## src/rtl/div_share_if.sv

```systemverilog
// Bundle between div_share_ctrl, the two EX pipes and the shared iterative divider.
//
// Handshakes:
//  - Pipe side: req_valid[i] presents an op. The pipe stays in EX while pause[i] is high.
//    res_valid[i]/res_data[i] hold the result until consume[i] is pulsed.
//  - Divider side: div_start is a single-cycle pulse. It is only issued when div_running is low.
//    Operands are sampled in that cycle. div_done is a single-cycle pulse that qualifies
//    div_quotient/div_remainder.
interface div_share_if #(
  parameter int DATA_W = 32,
  parameter int PC_W   = 32
);
  logic [1:0]             req_valid;
  logic [1:0][PC_W-1:0]   req_pc;
  logic [1:0]             req_signed;
  logic [1:0]             req_rem;
  logic [1:0][DATA_W-1:0] req_dividend;
  logic [1:0][DATA_W-1:0] req_divisor;
  logic [1:0]             consume;
  logic                   flush;
  logic [1:0]             pause;
  logic [1:0]             res_valid;
  logic [1:0][DATA_W-1:0] res_data;
  logic                   div_start;
  logic                   div_op;
  logic [DATA_W-1:0]      div_dividend;
  logic [DATA_W-1:0]      div_divisor;
  logic                   div_running;
  logic                   div_done;
  logic [DATA_W-1:0]      div_quotient;
  logic [DATA_W-1:0]      div_remainder;

  // Environment view: pipes and divider drive requests and responses
  modport master (
    output req_valid, req_pc, req_signed, req_rem, req_dividend, req_divisor,
           consume, flush, div_running, div_done, div_quotient, div_remainder,
    input  pause, res_valid, res_data, div_start, div_op, div_dividend, div_divisor
  );

  // Controller view
  modport slave (
    input  req_valid, req_pc, req_signed, req_rem, req_dividend, req_divisor,
           consume, flush, div_running, div_done, div_quotient, div_remainder,
    output pause, res_valid, res_data, div_start, div_op, div_dividend, div_divisor
  );
endinterface

```

## src/rtl/div_share_ctrl.sv

```systemverilog
// Shares one iterative divider between the two EX pipes.
// Pipe 0 is older and wins arbitration. Each result is buffered per pipe,
// tagged by PC, until that pipe leaves EX.
module div_share_ctrl #(
  parameter int DATA_W = 32,
  parameter int PC_W   = 32
) (
  input  logic        clk,
  input  logic        rst,        // asynchronous, active-low
  div_share_if.slave  bus,
  output logic [1:0]  dbg_state
);

  localparam logic [1:0] S_IDLE  = 2'd0;
  localparam logic [1:0] S_RUN   = 2'd1;
  localparam logic [1:0] S_DRAIN = 2'd2;

  logic [1:0]             state;
  logic [1:0]             res_vld;
  logic [1:0][DATA_W-1:0] res_buf;
  logic [1:0][PC_W-1:0]   res_pc;
  logic                   owner;
  logic                   own_rem;
  logic [PC_W-1:0]        own_pc;

  logic [1:0] stale;
  logic [1:0] pending;
  logic       g;
  logic       go;
  logic       zero_div;
  logic       capture;

  // Arbitration. A buffer whose PC no longer matches the instruction in EX is stale.
  // That pipe counts as pending again in the same cycle.
  always_comb begin
    stale   = 2'b00;
    pending = 2'b00;
    for (int i = 0; i < 2; i++) begin
      stale[i]   = bus.req_valid[i] & res_vld[i] & (bus.req_pc[i] != res_pc[i]);
      pending[i] = bus.req_valid[i] & (~res_vld[i] | stale[i]);
    end
    g        = ~pending[0];
    go       = rst & (state == S_IDLE) & (|pending) & ~bus.div_running & ~bus.flush;
    zero_div = (bus.req_divisor[g] == '0);
    capture  = (state == S_RUN) & bus.div_done & ~bus.flush;
  end

  // Divider drive and pipe-facing outputs
  always_comb begin
    bus.div_start    = go & ~zero_div;
    bus.div_op       = bus.req_signed[g];
    bus.div_dividend = bus.req_dividend[g];
    bus.div_divisor  = bus.req_divisor[g];
    bus.pause        = pending;
    bus.res_valid    = res_vld;
    for (int i = 0; i < 2; i++) begin
      bus.res_data[i] = res_vld[i] ? res_buf[i] : '0;
    end
    dbg_state = state;
  end

  // Sequencer. DRAIN waits out a flushed divide, because the divider cannot be aborted.
  always_ff @(posedge clk or negedge rst) begin
    if (!rst) begin
      state   <= S_IDLE;
      owner   <= 1'b0;
      own_rem <= 1'b0;
      own_pc  <= '0;
    end else begin
      case (state)
        S_IDLE: begin
          if (go && !zero_div) begin
            owner   <= g;
            own_rem <= bus.req_rem[g];
            own_pc  <= bus.req_pc[g];
            state   <= S_RUN;
          end
        end
        S_RUN: begin
          if (bus.flush && !bus.div_done) state <= S_DRAIN;
          else if (bus.div_done)          state <= S_IDLE;
        end
        S_DRAIN: begin
          if (bus.div_done) state <= S_IDLE;
        end
        default: state <= S_IDLE;
      endcase
    end
  end

  // Per-pipe result buffers. Flush dominates, then a capture, then invalidation.
  always_ff @(posedge clk or negedge rst) begin
    if (!rst) begin
      res_vld <= 2'b00;
      res_buf <= '0;
      res_pc  <= '0;
    end else begin
      for (int i = 0; i < 2; i++) begin
        if (bus.flush) begin
          res_vld[i] <= 1'b0;
        end else if (capture && owner == i[0]) begin
          res_vld[i] <= 1'b1;
          res_buf[i] <= own_rem ? bus.div_remainder : bus.div_quotient;
          res_pc[i]  <= own_pc;
        end else if (go && zero_div && g == i[0]) begin
          res_vld[i] <= 1'b1;
          res_buf[i] <= '0;
          res_pc[i]  <= bus.req_pc[i];
        end else if (bus.consume[i] || stale[i]) begin
          res_vld[i] <= 1'b0;
        end
      end
    end
  end

endmodule
```

## src/flat_wrapper.sv

```systemverilog
// flat-port wrapper written by rule: the top's interface ports become plain ports
module div_share_ctrl_flat 
#(
  parameter int DATA_W = 32,
  parameter int PC_W   = 32
)
  (clk, rst, dbg_state, bus_req_valid, bus_req_pc, bus_req_signed, bus_req_rem, bus_req_dividend, bus_req_divisor, bus_consume, bus_flush, bus_div_running, bus_div_done, bus_div_quotient, bus_div_remainder, bus_pause, bus_res_valid, bus_res_data, bus_div_start, bus_div_op, bus_div_dividend, bus_div_divisor);
  div_share_if #(.DATA_W(DATA_W), .PC_W(PC_W)) bus_i ();
  input  logic clk;
  input  logic rst;
  output logic [1:0] dbg_state;
  input wire logic [$bits(bus_i.req_valid)-1:0] bus_req_valid;
  input wire logic [$bits(bus_i.req_pc)-1:0] bus_req_pc;
  input wire logic [$bits(bus_i.req_signed)-1:0] bus_req_signed;
  input wire logic [$bits(bus_i.req_rem)-1:0] bus_req_rem;
  input wire logic [$bits(bus_i.req_dividend)-1:0] bus_req_dividend;
  input wire logic [$bits(bus_i.req_divisor)-1:0] bus_req_divisor;
  input wire logic [$bits(bus_i.consume)-1:0] bus_consume;
  input wire logic [$bits(bus_i.flush)-1:0] bus_flush;
  input wire logic [$bits(bus_i.div_running)-1:0] bus_div_running;
  input wire logic [$bits(bus_i.div_done)-1:0] bus_div_done;
  input wire logic [$bits(bus_i.div_quotient)-1:0] bus_div_quotient;
  input wire logic [$bits(bus_i.div_remainder)-1:0] bus_div_remainder;
  output wire logic [$bits(bus_i.pause)-1:0] bus_pause;
  output wire logic [$bits(bus_i.res_valid)-1:0] bus_res_valid;
  output wire logic [$bits(bus_i.res_data)-1:0] bus_res_data;
  output wire logic [$bits(bus_i.div_start)-1:0] bus_div_start;
  output wire logic [$bits(bus_i.div_op)-1:0] bus_div_op;
  output wire logic [$bits(bus_i.div_dividend)-1:0] bus_div_dividend;
  output wire logic [$bits(bus_i.div_divisor)-1:0] bus_div_divisor;
  assign bus_i.req_valid = bus_req_valid;
  assign bus_i.req_pc = bus_req_pc;
  assign bus_i.req_signed = bus_req_signed;
  assign bus_i.req_rem = bus_req_rem;
  assign bus_i.req_dividend = bus_req_dividend;
  assign bus_i.req_divisor = bus_req_divisor;
  assign bus_i.consume = bus_consume;
  assign bus_i.flush = bus_flush;
  assign bus_i.div_running = bus_div_running;
  assign bus_i.div_done = bus_div_done;
  assign bus_i.div_quotient = bus_div_quotient;
  assign bus_i.div_remainder = bus_div_remainder;
  assign bus_pause = bus_i.pause;
  assign bus_res_valid = bus_i.res_valid;
  assign bus_res_data = bus_i.res_data;
  assign bus_div_start = bus_i.div_start;
  assign bus_div_op = bus_i.div_op;
  assign bus_div_dividend = bus_i.div_dividend;
  assign bus_div_divisor = bus_i.div_divisor;
  div_share_ctrl #(.DATA_W(DATA_W), .PC_W(PC_W)) u_core (.clk(clk), .rst(rst), .bus(bus_i), .dbg_state(dbg_state));
endmodule
```

## config.mk

```make
export PLATFORM = sky130hd
export DESIGN_NAME = div_share_ctrl_flat
export DESIGN_NICKNAME = d
export VERILOG_FILES = /design/src/rtl/div_share_if.sv /design/src/rtl/div_share_ctrl.sv /design/src/flat_wrapper.sv
export SDC_FILE = /design/constraint.sdc
export NUM_CORES = 1
export LEC_CHECK = 0
export BUFFER_PORTS_ARGS = -buffer_cell sky130_fd_sc_hd__buf_4
export CORE_ASPECT_RATIO = 0.5
export CORE_MARGIN = 1.5
export CORE_UTILIZATION = 44
export DETAILED_ROUTE_END_ITERATION = 6
export GPL_TIMING_DRIVEN = 1
export PLACE_DENSITY = 0.79
export SYNTH_ARGS = -nofsm -noshare
export SYNTH_HDL_FRONTEND = slang
export SYNTH_SLANG_ARGS = --single-unit
```

## constraint.sdc

```tcl
create_clock -name clk -period 2.38 [get_ports clk]
set_clock_uncertainty 0.15 [all_clocks]
set_input_delay 0.238 -clock clk [delete_from_list [all_inputs] [get_ports clk]]
set_output_delay 0.238 -clock clk [all_outputs]
set_load 0.01 [all_outputs]
```

==> Yosys cells after proc, flatten, opt, wreduce, memory -nomap -nowiden <==
Cells that the tools add are included.
W data, S select, Z words.
{ "word_totals": {"register_bits": 166, "output_inout_bits": 136} }
{ "classes": {"magnitude_cmp": 1, "n_eq_ne": 5, "n_mux": 33, "bitwise": 22, "reduce_logical": 21} }
{ "ops": {"columns": ["cell", "count"], "rows": [
  ["$mux W32", 17],
  ["$ne A32 B32 Y1", 2],
  ["$logic_not A32 Y1", 1],
  ["$and A1 B1 Y1", 13],
  ["$mux W1", 12],
  ["$reduce_bool A4 Y1", 2],
  ["$logic_and A1 B1 Y1", 7],
  ["$not A1 Y1", 7],
  ["$mux W2", 3],
  ["$pmux W2 S3", 1],
  ["$reduce_and A2 Y1", 3],
  ["$reduce_bool A2 Y1", 2],
  ["$eq A2 B1 Y1 const B", 1],
  ["$eq A2 B2 Y1 const B", 1],
  ["$logic_not A1 Y1", 2],
  ["$logic_not A2 Y1", 1],
  ["$logic_or A1 B1 Y1", 2],
  ["$lt A1 B2 Y1 const B", 1],
  ["$ne A2 B2 Y1 const B", 1],
  ["$or A1 B1 Y1", 2],
  ["$reduce_or A2 Y1", 1]
]} }

==> Logic depth before layout (Yosys ltp) <==
Gate-level depths: netlist (run 1).
{ "logic_depth": {"word_depth": 13, "mapped_depth": 9, "ltp_nobuf": 7} }

==> Worst setup path after synthesis (run 1) <==
Ideal clock, no wire load.
{ "synth_timing": {"kind": "reg-to-output", "start": "reg u_core.res_pc[16] (netlist name)", "end": "out bus_div_dividend[13]", "t_arrival_ns": 2.163, "required_time_ns": 1.992, "slack_ns": -0.171, "stages_incl_launch_ff": 9, "path_buffers": 3, "path_cell_list": "dfrtp_1 xor2_1 nor4_1 nand4_1 o31ai_2 buf_4 buf_4 buf_6 mux2_2"} }
{ "synth_between": {"elab_chain_len": 6} }
{ "synth_lines": {"columns": ["element", "line_no", "source"], "rows": [
  ["start: declaration", "div_share_ctrl.sv:21", "logic [1:0][PC_W-1:0] res_pc;"],
  ["start signal: indexed assignment", "div_share_ctrl.sv:104", "res_pc[i] <= own_pc;"],
  ["start signal: indexed assignment", "div_share_ctrl.sv:108", "res_pc[i] <= bus.req_pc[i];"],
  ["$ne A32 B32 Y1", "div_share_ctrl.sv:39", "stale[i] = bus.req_valid[i] & res_vld[i] & (bus.req_pc[i] != res_pc[i]);"],
  ["$and A1 B1 Y1", "div_share_ctrl.sv:39", null],
  ["$or A1 B1 Y1", "div_share_ctrl.sv:40", "pending[i] = bus.req_valid[i] & (~res_vld[i] | stale[i]);"],
  ["$and A1 B1 Y1", "div_share_ctrl.sv:40", null],
  ["$mux W32 (implied by the code) (2 in a row)", "div_share_ctrl.sv:52", "bus.div_dividend = bus.req_dividend[g];"],
  ["end: declaration", "flat_wrapper.sv:29", "output wire logic [$bits(bus_i.div_dividend)-1:0] bus_div_dividend;"]
]} }
No other way between the ends. The select of a mux whose other input is x is not followed.

==> Final worst setup path (run 1) <==
{ "layout_timing": {"start": "reg u_core.res_pc[29] (netlist name)", "end": "out bus_div_divisor[0]"} }
{ "layout_between": {"elab_chain_len": 6} }
{ "layout_lines": {"columns": ["element", "line_no", "source"], "rows": [
  ["$ne A32 B32 Y1", "div_share_ctrl.sv:39", null],
  ["$and A1 B1 Y1", "div_share_ctrl.sv:39", null],
  ["$or A1 B1 Y1", "div_share_ctrl.sv:40", null],
  ["$and A1 B1 Y1", "div_share_ctrl.sv:40", null],
  ["$mux W32 (implied by the code) (2 in a row)", "div_share_ctrl.sv:53", "bus.div_divisor = bus.req_divisor[g];"],
  ["end: declaration", "flat_wrapper.sv:30", "output wire logic [$bits(bus_i.div_divisor)-1:0] bus_div_divisor;"]
]} }
No other way between the ends. The select of a mux whose other input is x is not followed.

==> impl_metrics.py, run 1 <==
metrics = {
    "floorplan": {
        "io_pins": 405,
        "fp.dieW_um": 213.2,
        "core_um2": 21680,
        "start_util": 0.4484,
        "dieArea_um2": 23050,
        "rows": 38,
        "die_h_um": 108.1,
    },
    "timing": {
        "setup_violations": 233,
        "holdWs_ns": 0.0001795,
        "fin_crit_sh": 1.438,
        "worst_slack_ns": -1.043,
        "min_period_ns": 3.423,
        "max_slew.worst_pin.slew_ns": 1.000,
        "rsz0062_at_grt": "true",
        "relSlewSlack": 0.3331,
        "max_freq_ghz": 0.2921,
        "finalHoldViolCount": 0,
        "maxSlewViolCount": 0,
    },
    "worst_setup_path": {
        "cp_num_cells": 10,
        "worstSetupEndpoint": "bus_div_divisor[0]",
        "r2r_slack_ns": -0.93,
        "reg2reg_depth": 13,
        "crit_path_start": "u_core.res_pc[29]$_DFFE_PN0P_",
        "crit_path_cell_trace": "xor2_1 > nor4_2 > buf_4 > nand4_1 > o31ai_4 > buf_6 > buf_8 > clkbuf_16 > mux2_4 > buf_6",
        "timing.critical_path.slowest_cell_delay_ns": 0.44,
        "slowest_stage": "dfrtp_1",
        "critPathKind": "reg2out",
        "crit_fanout": 6,
        "cp_common_cell": "buf_6",
        "r2r_end": "u_core.own_pc[29]$_DFFE_PN0P_",
        "cp-start-kind": "flip-flop",
        "cp.required_ns": 1.99,
        "r2r_start": "u_core.res_pc[29]$_DFFE_PN0P_",
        "arrival_ns": 3.04,
        "worstSetupEndpointType": "output pin",
        "cpLargestDelayFamily": "buffers and inverters",
        "worst-path-buf-inv": 5,
    },
    "routing": {
        "wl_per_cell_um": 25.47,
        "firstDrtPassIters": 6,
        "totalWireLength_um": 44300,
        "vias": 10310,
        "drc": 0,
        "drt_iter0_markers": 1060,
        "viasPerCell": 5.926,
        "postRouteAntennaNets": 0,
    },
    "final_layout": {
        "final_common_cell": "buf_4",
        "drive_above_1_share": 0.6025,
        "final_cell_mix": "buf_4 (422), dfrtp_1 (165), mux2_4 (117), nand2_1 (97), buf_6 (86)",
        "diodes": 0,
        "fin_cells": 1739,
        "nets": 1698,
        "fill_cells": 1235,
        "regArea_um2": 4155,
        "syn_to_final_growth_pct": 75.23,
        "multi_input_area_um2": 6361,
    },
    "logic_synthesis": {
        "ys_seq_area_frac": 0.4273,
        "yosys_register_bits": 166,
        "avgSynthCellArea_um2": 10.95,
        "syn-num-nets": 1157,
        "yosys_warnings": 0,
        "postSynthCellCount": 888,
        "syn-cell-area_um2": 9722,
        "synthDistinctLibCells": 44,
    },
    "outcome": {
        "status": "finished with violations",
        "violations": "setup timing",
    },
    "clock_tree": {
        "clk_pin_slew_ns": 0.07,
        "cts_buffers": 17,
        "cts_root_buf": "clkbuf_16",
        "cts.sink_count": 166,
        "cts_htree_levels": 4,
        "cts_tree": "built",
        "clockBufferDepth": 2,
        "clk_latency_ns": 0.43,
    },
    "placement": {
        "place.gp.congestion": 0.9247,
        "place_inst": 1633,
        "portBuffers": 404,
        "dp_hpwl_um": 25060,
    },
    "hold_path": {
        "whs_path_depth": 3,
        "hold_class": "in2reg",
    },
    "power_and_ir_drop": {
        "p_per_area_nw_per_um2": 704.9,
        "ir_drop_uv": 430.9,
        "p_leak_nw": 8.036,
    },
    "job": {
        "drv_cap": 0,
    },
    "global_routing": {
        "grt_pass1_vias": 9519,
        "grt_antenna_before_repair": 0,
        "grt_max_degree": 167,
        "gr-total-overflow": 0,
        "grt_pass1_wl_um": 53590,
        "grt.total_usage": 0.3051,
    },
}
[worst register-to-register path: cells and delay by family (launching register included)]
family,cells,cell delay (ns)
buf+inv,7,0.96
mux,2,0.61
simple gates,2,0.59
flops,1,0.44
compound gates,1,0.29
xor+xnor,1,0.18
[power by group]
group          total [W]  internal (W)  leakage [nW]  switching, W
Combinational    0.00434       0.00245          5.61       0.00189
Sequential       0.00462       0.00381          2.12      0.000803
Clock            0.00305       0.00184         0.299       0.00120
Total             0.0120       0.00811          8.04       0.00390
[cells by family (layout without fill, tap and decap cells)]
kind of cell	count (synthesis)	after routing	synth area share
buffers and inverters	69	620	0.04196
AO/OA/AOI/OAI	144	144	0.1085
AND/OR/NAND/NOR	250	250	0.1366
XOR/XNOR	64	64	0.05766
multiplexers	195	195	0.2281
flip-flops	166	166	0.4273
[metal layers]
layer,vias to the layer above,global-route usage,part of all wire
li1,4304,-,-
met1,5215,0.4131,0.39
met2,624,0.5081,0.49
met3,162,0.04444,0.083
met4,0,0.09557,0.041
met5,-,0,0
[state kept, by name, indices dropped and copies added (netlist names)]
register,flops
u_core.bus.res_valid,2
u_core.dbg_state,2
u_core.own_pc,32
u_core.own_rem,1
u_core.owner,1
u_core.res_buf,64
u_core.res_pc,64
[worst min path at each step]
stage,startpoint,to,slack [ns]
floorplan,rst,u_core.bus.res_valid[0]$_DFFE_PN0P_,-0.21
global placement,bus_div_done,u_core.dbg_state[1]$_DFFE_PN0P_,0.28
CTS,bus_req_pc[0],u_core.res_pc[0]$_DFFE_PN0P_,0.0004
global route,bus_req_rem[0],u_core.own_rem$_DFFE_PN0P_,0.009
detailed placement,bus_div_done,u_core.dbg_state[1]$_DFFE_PN0P_,0.29
finish,bus_req_pc[10],u_core.res_pc[10]$_DFFE_PN0P_,0.0002
[cells in the mapped netlist (all sizes together)]
master,count,share of area
nor3b,1,0.00077
o31ai,1,0.0013
o21a,1,0.00077
xor2,64,0.058
o21bai,1,0.00077
o22ai,64,0.041
a21o,1,0.00077
o311ai,1,0.00090
and2,65,0.042
o21ai,35,0.018
o31a,2,0.0018
and3,1,0.00064
nand3b,1,0.00077
nand3,1,0.0010
nand2b,2,0.0013
a22o,1,0.00090
or2,33,0.021
nor2,2,0.00077
o221a,32,0.037
a311o,1,0.0010
clkbuf,33,0.013
or4,1,0.00077
mux2,131,0.16
o311a,2,0.0022
mux2i,64,0.066
nor4,33,0.021
dfrtp,166,0.43
a2bb2oi,1,0.00090
buf,33,0.028
nand4b,1,0.00090
nand4,9,0.0058
nand2,97,0.037
a21oi,1,0.00051
nor3,3,0.0021
inv,3,0.0012
[final cells by class]
| type | count | area share |
|---|---|---|
| Multi-Input combinational cell | 653 | 0.3734 |
| Timing Repair Buffer | 588 | 0.3238 |
| Sequential cell | 166 | 0.2439 |
| Clock buffer | 19 | 0.02541 |
| Tap cell | 300 | 0.02203 |
| Clock inverter | 10 | 0.01065 |
| Inverter | 3 | 0.0008079 |
[what timing repair did]
item                                    4_1_cts  5_1_grt
endpoints found under the hold margin       190        4
hold buffers                                 26        4
gates resized for setup                      65      286
endpoints found under the setup margin      233      233
pin swaps                                     8       54
buffers inserted                             10       13
gates cloned                                  3       24
[metrics by stage]
step	setup TNS (ns)	util	instance area (um2)	power [W]	setup WS, ns
2_1_floorplan	-8.665	-	9801	0.006144	-0.1046
3_3_place_gp	-89.23	0.6379	13830	0.007423	-0.5252
3_5_place_dp	-92.04	0.6379	13830	0.007603	-0.5439
4_1_cts	-105.62	0.6971	15110	0.01078	-0.8597
5_1_grt	-173.05	0.7857	17040	0.01240	-1.055
6_report	-171.96	0.7857	17040	0.01201	-1.043
Power figures use the tool's default switching activity.
==> run 2: changes to the inputs <==
- ABC_AREA: default -> 1
- CORE_UTILIZATION: 44 -> 45
==> impl_metrics.py, run 2 <==
metrics = {
    "logic_synthesis": {
        "avgSynthCellArea_um2": 6.566,
        "yosys_warnings": 0,
        "ys_seq_area_frac": 0.3917,
        "syn-num-nets": 1884,
        "synthArstFlopShare": 1.000,
        "synth_top_area_share": 0.3917,
        "netlist_top_cells_count": "nand2_1 (736), inv_1 (204), dfrtp_1 (166)",
        "synthDistinctLibCells": 32,
        "synth_ff_type": "dfrtp_1",
        "yosys.area.top_type": "dfrtp_1",
        "yosys_register_bits": 166,
        "synthTopCellsByArea": "dfrtp_1 (39%), nand2_1 (26%), inv_1 (7.2%)",
        "synth_most_common_cell": "nand2_1",
        "syn-cell-area_um2": 10600,
        "postSynthCellCount": 1615,
        "synth_edf_count": 0,
    },
    "clock_tree": {
        "cts_buffers": 17,
        "clockBufferDepth": 2,
        "cts_tree": "built",
        "cts_htree_levels": 4,
        "clk_pin_slew_ns": 0.07,
        "cts.sink_count": 166,
        "cts_root_buf": "clkbuf_16",
        "clk_latency_ns": 0.44,
    },
    "worst_setup_path": {
        "reg2reg_depth": 21,
        "critPathKind": "reg2out",
        "cp_common_cell": "nand2_2",
        "worst-path-buf-inv": 3,
        "timing.critical_path.slowest_cell_delay_ns": 0.43,
        "cpLargestDelayFamily": "simple AND/OR/NAND/NOR gates",
        "slowest_stage": "dfrtp_1",
        "crit_path_start": "u_core.res_pc[24]$_DFFE_PN0P_",
        "crit_fanout": 14,
        "r2r_slack_ns": -0.85,
        "r2r_end": "u_core.res_pc[33]$_DFFE_PN0P_",
        "crit_path_cell_trace": "xnor2_2 > nand2_2 > nor2_4 > nand2_2 > nor2_4 > nand3_4 > nand2_8 > buf_12 > nand2_1 > o21ai_1 > nand2_1 > nor2_2 > nand2_2 > nor2_4 > nand2_1 > nand2_2 > inv_8 > buf_4",
        "r2r_start": "u_core.res_pc[24]$_DFFE_PN0P_",
        "cp_num_cells": 18,
        "arrival_ns": 2.94,
        "cp-start-kind": "flip-flop",
        "worstSetupEndpointType": "output pin",
        "worstSetupEndpoint": "bus_div_start",
        "cp.required_ns": 1.99,
    },
    "timing": {
        "min_period_ns": 3.325,
        "fin_crit_sh": 1.397,
        "max_freq_ghz": 0.3008,
        "relSlewSlack": 0.4043,
        "finalHoldViolCount": 3,
        "holdWs_ns": -0.005796,
        "tns_ns": -160.18,
        "rsz0062_at_grt": "true",
        "max_slew.worst_pin.slew_ns": 0.8936,
        "worst_slack_ns": -0.9446,
        "setup_violations": 233,
        "maxSlewViolCount": 0,
    },
    "global_routing": {
        "gr-total-overflow": 0,
        "grt_antenna_before_repair": 2,
        "grt_max_degree": 103,
        "grt_pass1_vias": 11620,
        "grt_pass1_wl_um": 60820,
        "grt.total_usage": 0.3170,
    },
    "power_and_ir_drop": {
        "p_per_area_nw_per_um2": 613.5,
        "finalPower_w": 0.01027,
        "ir_drop_uv": 470.3,
        "p_leak_nw": 9.693,
    },
    "placement": {
        "dp_hpwl_um": 26910,
        "place.gp.congestion": 0.9263,
        "portBuffers": 404,
    },
    "final_layout": {
        "fill_cells": 1779,
        "top_regs": "u_core.res_buf: 64 flops, u_core.res_pc: 64 flops, u_core.own_pc: 32 flops",
        "drive_above_1_share": 0.3630,
        "nets": 2391,
        "syn_to_final_growth_pct": 57.93,
        "final_cell_mix": "nand2_1 (721), buf_4 (527), inv_1 (204), dfrtp_1 (166), nand3_2 (92)",
        "final_common_cell": "nand2_1",
    },
    "routing": {
        "viasPerCell": 5.109,
        "postRouteAntennaNets": 0,
        "vias": 12490,
        "firstDrtPassIters": 6,
        "wl_per_cell_um": 16.69,
        "drt_iter0_markers": 1353,
        "drc": 0,
        "totalWireLength_um": 40800,
    },
    "floorplan": {
        "die_h_um": 111.5,
        "fp.dieW_um": 220.1,
        "io_pins": 405,
        "core_um2": 22980,
        "start_util": 0.4614,
        "rows": 39,
        "dieArea_um2": 24550,
    },
    "job": {
        "drv_cap": 0,
    },
    "outcome": {
        "status": "finished with violations",
        "violations": "hold timing, setup timing",
    },
    "hold_path": {
        "whs_path_depth": 5,
        "hold_class": "in2reg",
    },
}
==> run 2: cell count changes in the layout (fill, tap and decap cells not counted), moves of 25 or more <==
cell / previous run / this run
xor2_1: 63 / 2
xnor2_1: 0 / 34
buf_4: 422 / 527
o22ai_2: 38 / 0
and2_1: 65 / 1
nand2_1: 97 / 721
mux2i_1: 61 / 0
nand3_1: 0 / 40
o22ai_4: 25 / 0
o21ai_0: 2 / 80
buf_6: 86 / 6
nand3_2: 1 / 92
inv_1: 2 / 204
mux2_4: 117 / 0
==> run 2: through the flow <==
step	setup slack, ns	utilization	std cells	instance area [um2]
floorplan	-0.1890	-	1615	11180
global placement	-0.7415	0.6635	2371	15250
detailed placement	-0.8614	0.6635	2371	15250
CTS	-0.8929	0.7129	2432	16390
global route	-1.076	0.7287	2444	16750
finish	-0.9446	0.7287	2444	16750
==> run 2: layout make-up <==
type                       count  area, um2  share of cell area
antenna                        2      5.005           0.0002988
clock buffer                  18      439.2             0.02622
clock inverter                14      187.7             0.01121
inverter                     208      795.8             0.04752
multi-input combinational   1147       5902              0.3524
sequential                   166       4154              0.2480
tap                          307      384.1             0.02294
timing repair buffer         582       4880              0.2914
==> run 2: cells by family (layout without fill, tap and decap cells) <==
kind of cell,count (synthesis),in the layout,synth area share
other,0,2,0
AOI/OAI and AO/OA,131,131,0.06277
buffers and inverters,302,822,0.1135
and+or+nand+nor,944,944,0.3650
muxes,32,32,0.03398
DFF,166,166,0.3917
xor gates and xnor gates,40,40,0.03304
==> run 2: power by group <==
| part | internal [W] | switching, W |
|---|---|---|
| logic | 0.00163 | 0.00151 |
| registers | 0.00357 | 0.000528 |
| clock network | 0.00171 | 0.00133 |
| total | 0.00691 | 0.00337 |
==> run 2: per-layer routing <==
layer,vias up,wire (um),global-route usage,share of wire
met5,-,0,0,0
met4,0,1426,0.1193,0.035
met3,123,3480,0.05792,0.085
met2,653,19830,0.5363,0.49
met1,5748,16060,0.4043,0.39
li1,5962,-,-,-
==> run 2: what timing repair did <==
item,4_1_cts,5_1_grt
endpoints found under the setup margin,233,233
pin swaps,8,10
endpoints found under the hold margin,186,0
hold buffers,20,0
resized for setup,43,40
gates cloned,3,6
setup buffers,6,4
==> run 2: tightest hold or removal path, stage by stage <==
cell     delay (ns)
buf_4          0.10
nand2_1        0.05
o21ai_0        0.06
nand2_1        0.05
nand2_1        0.05
==> run 2: worst min-delay path by stage <==
stage,start,slack (ns),end
after floorplan,rst,-0.21,u_core.bus.res_valid[0]$_DFFE_PN0P_
after global placement,rst,0.26,u_core.bus.res_valid[0]$_DFFE_PN0P_
after detailed placement,rst,0.25,u_core.bus.res_valid[0]$_DFFE_PN0P_
after CTS,bus_div_remainder[15],0.000002,u_core.res_buf[15]$_DFFE_PN0P_
after global routing,bus_req_pc[43],0.008,u_core.own_pc[11]$_DFFE_PN0P_
final,bus_req_pc[55],-0.006,u_core.res_pc[55]$_DFFE_PN0P_
